$ cat config.mk
export PLATFORM = sky130hd
export DESIGN_NAME = neuron_feeder
export DESIGN_NICKNAME = d
export VERILOG_FILES = /design/src/rtl/neuron_feeder.sv
export SDC_FILE = /design/constraint.sdc
export NUM_CORES = 2
export LEC_CHECK = 0
export ABC_AREA = 1
export BUFFER_PORTS_ARGS = -buffer_cell sky130_fd_sc_hd__buf_2
export CORE_AREA = 2 2 751 753
export CTS_BUF_LIST = sky130_fd_sc_hd__clkbuf_16
export CTS_CLUSTER_DIAMETER = 100
export DETAILED_ROUTE_END_ITERATION = 16
export DIE_AREA = 0 0 753 755
export MAX_ROUTING_LAYER = met4
export SETUP_SLACK_MARGIN = 0.02
export SLEW_MARGIN = 30
export SYNTH_ARGS = -nofsm -noshare
export SYNTH_HDL_FRONTEND = slang
export SYNTH_SLANG_ARGS = --single-unit
$ cat constraint.sdc
create_clock -name clk -period 4.2 [get_ports clk]
set_clock_uncertainty 0.15 [all_clocks]
set_input_delay 0.21 -clock clk [delete_from_list [all_inputs] [get_ports clk]]
set_output_delay 0.21 -clock clk [all_outputs]
set_load 0.01 [all_outputs]
$ cat src/rtl/neuron_feeder.sv
// neuron_feeder: serial-to-parallel front end for a single Neuron instance.
// It collects pixel/weight beats into the parallel buses and launches the neuron.
// It then waits for the neuron's response, or a watchdog timeout, and returns the
// result over a valid/ready port.
module neuron_feeder #(
    parameter int unsigned NUM_INPUTS = 64,
    parameter int unsigned PIX_W      = 10,
    parameter int unsigned WGT_W      = 19,
    parameter int unsigned OUT_W      = 26,
    parameter int unsigned TIMEOUT    = 255
) (
    input  logic                        clk,
    input  logic                        GlobalReset_n,
    // Serial beat input
    input  logic                        s_valid,
    output logic                        s_ready,
    input  logic [PIX_W-1:0]            s_pix,
    input  logic [WGT_W-1:0]            s_wgt,
    input  logic                        s_last,
    // Neuron side
    output logic [NUM_INPUTS*PIX_W-1:0] pix_bus,
    output logic [NUM_INPUTS*WGT_W-1:0] wgt_bus,
    output logic                        neuron_in_valid,
    input  logic [OUT_W-1:0]            neuron_out,
    input  logic                        neuron_out_valid,
    // Result port
    output logic                        res_valid,
    input  logic                        res_ready,
    output logic [OUT_W-1:0]            res_data,
    output logic                        res_error,
    output logic                        busy
);

    localparam int unsigned IDX_W   = (NUM_INPUTS > 1) ? $clog2(NUM_INPUTS) : 1;
    localparam int unsigned CNT_W   = (TIMEOUT > 0) ? $clog2(TIMEOUT + 1) : 1;
    localparam int unsigned PBUS_W  = NUM_INPUTS * PIX_W;
    localparam int unsigned WBUS_W  = NUM_INPUTS * WGT_W;

    localparam logic [IDX_W-1:0] LAST_IDX = IDX_W'(NUM_INPUTS - 1);
    localparam logic [CNT_W-1:0] TO_LIMIT = CNT_W'(TIMEOUT);

    typedef enum logic [1:0] {
        FILL   = 2'd0,
        LAUNCH = 2'd1,
        WAIT   = 2'd2,
        RESULT = 2'd3
    } state_e;

    state_e             state_q;
    logic [IDX_W-1:0]   idx_q;
    logic [CNT_W-1:0]   cnt_q;
    logic               prev_valid_q;
    logic               in_valid_q;
    logic [OUT_W-1:0]   res_data_q;
    logic               res_error_q;
    logic [PBUS_W-1:0]  pix_q;
    logic [PBUS_W-1:0]  pix_d;
    logic [WBUS_W-1:0]  wgt_q;
    logic [WBUS_W-1:0]  wgt_d;

    logic               accept;
    logic               frame_end;
    logic               edge_seen;
    logic               timeout_hit;
    logic [CNT_W-1:0]   cnt_inc;

    // Handshake and event decode shared by the FSM and the bus writer
    assign accept      = (state_q == FILL) && s_valid;
    assign frame_end   = accept && (s_last || (idx_q == LAST_IDX));
    assign edge_seen   = (state_q == WAIT) && neuron_out_valid && !prev_valid_q;
    assign cnt_inc     = (cnt_q == TO_LIMIT) ? cnt_q : cnt_q + CNT_W'(1);
    assign timeout_hit = (state_q == WAIT) && (cnt_inc == TO_LIMIT);

    // Sequencer: frame fill, launch pulse, response wait with watchdog, result hold
    always_ff @(posedge clk or negedge GlobalReset_n) begin
        if (!GlobalReset_n) begin
            state_q      <= FILL;
            idx_q        <= '0;
            cnt_q        <= '0;
            prev_valid_q <= 1'b0;
            in_valid_q   <= 1'b0;
            res_data_q   <= '0;
            res_error_q  <= 1'b0;
        end else begin
            in_valid_q <= 1'b0;
            case (state_q)
                FILL: begin
                    if (accept) begin
                        if (frame_end) begin
                            idx_q      <= '0;
                            in_valid_q <= 1'b1;
                            state_q    <= LAUNCH;
                        end else begin
                            idx_q <= idx_q + IDX_W'(1);
                        end
                    end
                end
                LAUNCH: begin
                    cnt_q        <= '0;
                    prev_valid_q <= 1'b0;
                    state_q      <= WAIT;
                end
                WAIT: begin
                    prev_valid_q <= neuron_out_valid;
                    cnt_q        <= cnt_inc;
                    // A response edge takes priority over a simultaneous timeout
                    if (edge_seen) begin
                        res_data_q  <= neuron_out;
                        res_error_q <= 1'b0;
                        state_q     <= RESULT;
                    end else if (timeout_hit) begin
                        res_data_q  <= '0;
                        res_error_q <= 1'b1;
                        state_q     <= RESULT;
                    end
                end
                RESULT: begin
                    if (res_ready) begin
                        idx_q   <= '0;
                        state_q <= FILL;
                    end
                end
                default: begin
                    state_q <= FILL;
                end
            endcase
        end
    end

    // Bus next value: write the indexed entry; an early last beat zeroes the tail
    always_comb begin
        pix_d = pix_q;
        wgt_d = wgt_q;
        if (accept) begin
            for (int unsigned i = 0; i < NUM_INPUTS; i++) begin
                if (IDX_W'(i) == idx_q) begin
                    pix_d[i*PIX_W +: PIX_W] = s_pix;
                    wgt_d[i*WGT_W +: WGT_W] = s_wgt;
                end else if (s_last && (IDX_W'(i) > idx_q)) begin
                    pix_d[i*PIX_W +: PIX_W] = '0;
                    wgt_d[i*WGT_W +: WGT_W] = '0;
                end
            end
        end
    end

    // Bus registers: only change on accepted beats, so they stay frozen outside FILL
    always_ff @(posedge clk or negedge GlobalReset_n) begin
        if (!GlobalReset_n) begin
            pix_q <= '0;
            wgt_q <= '0;
        end else begin
            pix_q <= pix_d;
            wgt_q <= wgt_d;
        end
    end

    // Output mapping: handshake flags decode the state register directly
    assign s_ready         = (state_q == FILL);
    assign res_valid       = (state_q == RESULT);
    assign busy            = (state_q != FILL);
    assign neuron_in_valid = in_valid_q;
    assign res_data        = res_data_q;
    assign res_error       = res_error_q;
    assign pix_bus         = pix_q;
    assign wgt_bus         = wgt_q;

endmodule

==> results_dict.tcl <==
set metrics [dict create \
    outcome "finished clean" \
    synthTopCellsByArea "dfrtp_1 66%, nand3_1 10%, o21ai_0 9.7%" \
    postSynthCellCount 7206 \
    grt_max_degree 168 \
    whs_endpoint "wgt_bus[404]" \
    leakage_nw 49.4 \
    vias_per_cell 3.98 \
    nFillCells 62300 \
    worstReg2RegEnd "pix_bus[374]" \
    switching_share_pct 36.2 \
    critical_path.endpoint_type "flip-flop" \
    grt_setup_unrepaired "no" \
    slew_headroom_pct 18.4 \
    fmax_mhz 273 \
    syn2layout_area_growth_pct 37.8 \
    synth_top_area_share_pct 65.5 \
    clockBufferDepth 4 \
    setup_viol 0 \
    finalCriticalPeriod_ps 3670 \
    r2r-start "state_q[0]" \
    synth_edf_count 0 \
    fin_crit_sh_pct 87.3 \
    grtUsageTotal_pct 14.8 \
    io_buffers 1947 \
    combPwrFrac_pct 25.1 \
    netlist.top_cell.by_area "dfrtp_1" \
    seq_area_mm2 0.0476 \
    wl_per_cell_um 25.7 \
    async_reset_ff_share_pct 100 \
    grt_antenna_before_repair 77 \
    die_w_um 753 \
    die_y_um 755 \
    ys_types 41 \
    grt_pass1_vias 63500 \
    avgSynthCellArea_um2 10.1 \
    fin_setup_tns_ps 0 \
    yosysMostFrequentCell "dfrtp_1" \
    vias 66600 \
    initial_core_util_pct 13.0 \
    gp_congestion 0.834 \
    clockRootBuffer "clkbuf_16" \
    worst_slew_pin_slew_ps 1220 \
    timing.setup.critical_path_class "flip-flop to flip-flop" \
    fp.dieArea_mm2 0.569 \
    cts_tree "built" \
    maxSlewViolCount 0 \
    drc 0 \
    ioPinCount 1948 \
    hold_path_class "input port to flip-flop" \
    synth_area_mm2 0.0726 \
    holdPathStages 4 \
    ys_seq_elements 1901 \
    crit_required_ps 4930 \
    max-vdd-ir-drop_uv 373 \
    arrival_ps 4400 \
    ys_top_cells_by_count "1901 x dfrtp_1, 1465 x nand3_1, 1403 x o21ai_0, 699 x nand2_1, 505 x inv_1" \
    p_per_area_mw_per_mm2 539 \
    synth_warnings 0 \
    drt_iter0_drc 7311 \
    ys_seq_area_share_pct 65.5 \
    syn-num-nets 7274 \
    p_int_w 0.0344 \
    p_total_w 0.0539 \
    grt_pass1_wl_um 566000 \
    cts_buffers 212 \
    clk-insertion-delay-late_ps 940 \
    layout.nets 9079 \
    grt_overflow 0 \
    startpoint_type "flip-flop" \
    drt-total-wl_um 430000 \
    drv_cap 0 \
    p_seq_share_pct 41.0 \
    r2r_cells 12 \
    min-delay-start "s_wgt[5]" \
    clkPwrFrac_pct 34.0 \
    finalHoldViolations 0 \
    path_max_fanout 29 \
    dr.pass1.iters 6 \
    htreeDepth 4 \
    fp-row-count 275 \
    synthFlopType "dfrtp_1" \
    post-dp-hpwl_um 299000 \
    numClockSinks 1901 \
    detail-route-antenna-nets 0 \
    p_sw_w 0.0195 \
    core_area_mm2 0.560 \
    multi_input_area_mm2 0.0206 \
    cts_resized 0 \
    clkTransAtPathRegs_ps 60 \
    drive_gt1_share_pct 28.9 \
    r2r_slack_ps 530 \
]
==> kinds of logic (layout without fill, tap and decap cells) <==
family / after synthesis / after routing / synth area share (%)
other cells: 0 / 66 / 0
buf+inv: 1259 / 3231 / 7.04
flops: 1901 / 1901 / 65.5
simple gates: 2258 / 2258 / 14.4
fa+ha+maj: 7 / 7 / 0.121
compound gates: 1780 / 1780 / 12.9
xor+xnor: 1 / 1 / 0.0121
==> registers in the layout (all words and copies together), names as in the netlist, 2 cells and up <==
name / flops
idx_q: 6
state_q: 2
res_data: 26
cnt_q: 8
pix_bus: 640
wgt_bus: 1216
==> power by group through the flow <==
stage	combinational [W]	clock (W)	sequential, W
CTS	0.0135	0.0188	0.0220
detailed placement	0.0132	0	0.0223
finish	0.0135	0.0183	0.0221
global placement	0.0131	0	0.0222
global route	0.0144	0.0195	0.0223
floorplan	0.00450	0	0.0233
==> layout by cell type, fill, tap and decap left out, types with 5 or more instances in the layout <==
master / synthesis / routed
nand2_4: 1 / 11
nand3_4: 0 / 9
clkinv_4: 0 / 6
ha_1: 7 / 7
o22ai_1: 324 / 324
clkinv_16: 0 / 10
bufinv_16: 0 / 12
buf_12: 0 / 42
buf_2: 206 / 1945
nand2_2: 7 / 31
nand4_1: 8 / 8
clkinv_2: 0 / 27
clkbuf_16: 0 / 212
inv_2: 17 / 17
nor2_4: 3 / 15
nand2_1: 699 / 661
inv_8: 0 / 5
o21ai_0: 1403 / 1402
diode_2: 0 / 66
dfrtp_1: 1901 / 1901
nor2_1: 49 / 40
nand3_2: 1 / 14
clkinv_1: 1 / 45
inv_6: 0 / 18
nand3_1: 1465 / 1443
o21ai_1: 28 / 12
nor2_2: 12 / 9
inv_1: 505 / 529
o21ai_4: 0 / 17
inv_4: 1 / 17
dlygate4sd3_1: 0 / 134
buf_4: 21 / 201
a21oi_1: 8 / 5
==> final cells by class <==
cell class	instances	share of cell area, %
Sequential cell	1901	47.5
Inverter	524	2.08
Clock buffer	212	5.30
Timing Repair Buffer	2326	13.5
Tap cell	7479	9.35
Multi-Input combinational cell	4046	20.6
Antenna cell	66	0.165
Clock inverter	169	1.39
==> worst max-delay path: stages (launching register included) <==
cell           delay [ps]
dfrtp_1               390
inv_1                  80
ha_1                  310
nand2_8               210
inv_8                 280
buf_4                 390
o211ai_4              160
buf_4                 330
nand2_2               160
buf_12                260
nand3_1               110
nand2_1                90
dlygate4sd3_1         540
==> through the flow <==
stage	hold slack (ps)	setup WS, ps	instance area, um2	instances	util, %
2_1_floorplan	-236	2000	72600	7206	-
5_1_grt	116	338	99900	16700	17.9
6_report	130	535	100000	16700	17.9
3_3_place_gp	245	694	91600	16100	16.4
3_5_place_dp	245	653	91800	16100	16.4
4_1_cts	56.3	522	99800	16700	17.8
==> worst max path at each step <==
stage,startpoint,end,depth (start not counted)
floorplan,state_q[0],pix_bus[10],11
global placement,idx_q[1],wgt_bus[1189],7
detailed placement,idx_q[1],wgt_bus[1193],7
CTS,state_q[0],pix_bus[374],12
global route,state_q[0],pix_bus[374],12
finish,state_q[0],pix_bus[374],12
==> repair_timing <==
item,4_1_cts,5_1_grt
hold buffers,135,0
setup buffers,0,0
hold endpoints to repair,2423,0
==> metal layers <==
metal | share of wire [%] | GRT usage, %
met1 | 40 | 18.0
met2 | 45 | 22.8
met3 | 9.6 | 4.29
met4 | 4.8 | 6.42
met5 | 0 | -
No activity file was read; power rests on OpenSTA's default activity.
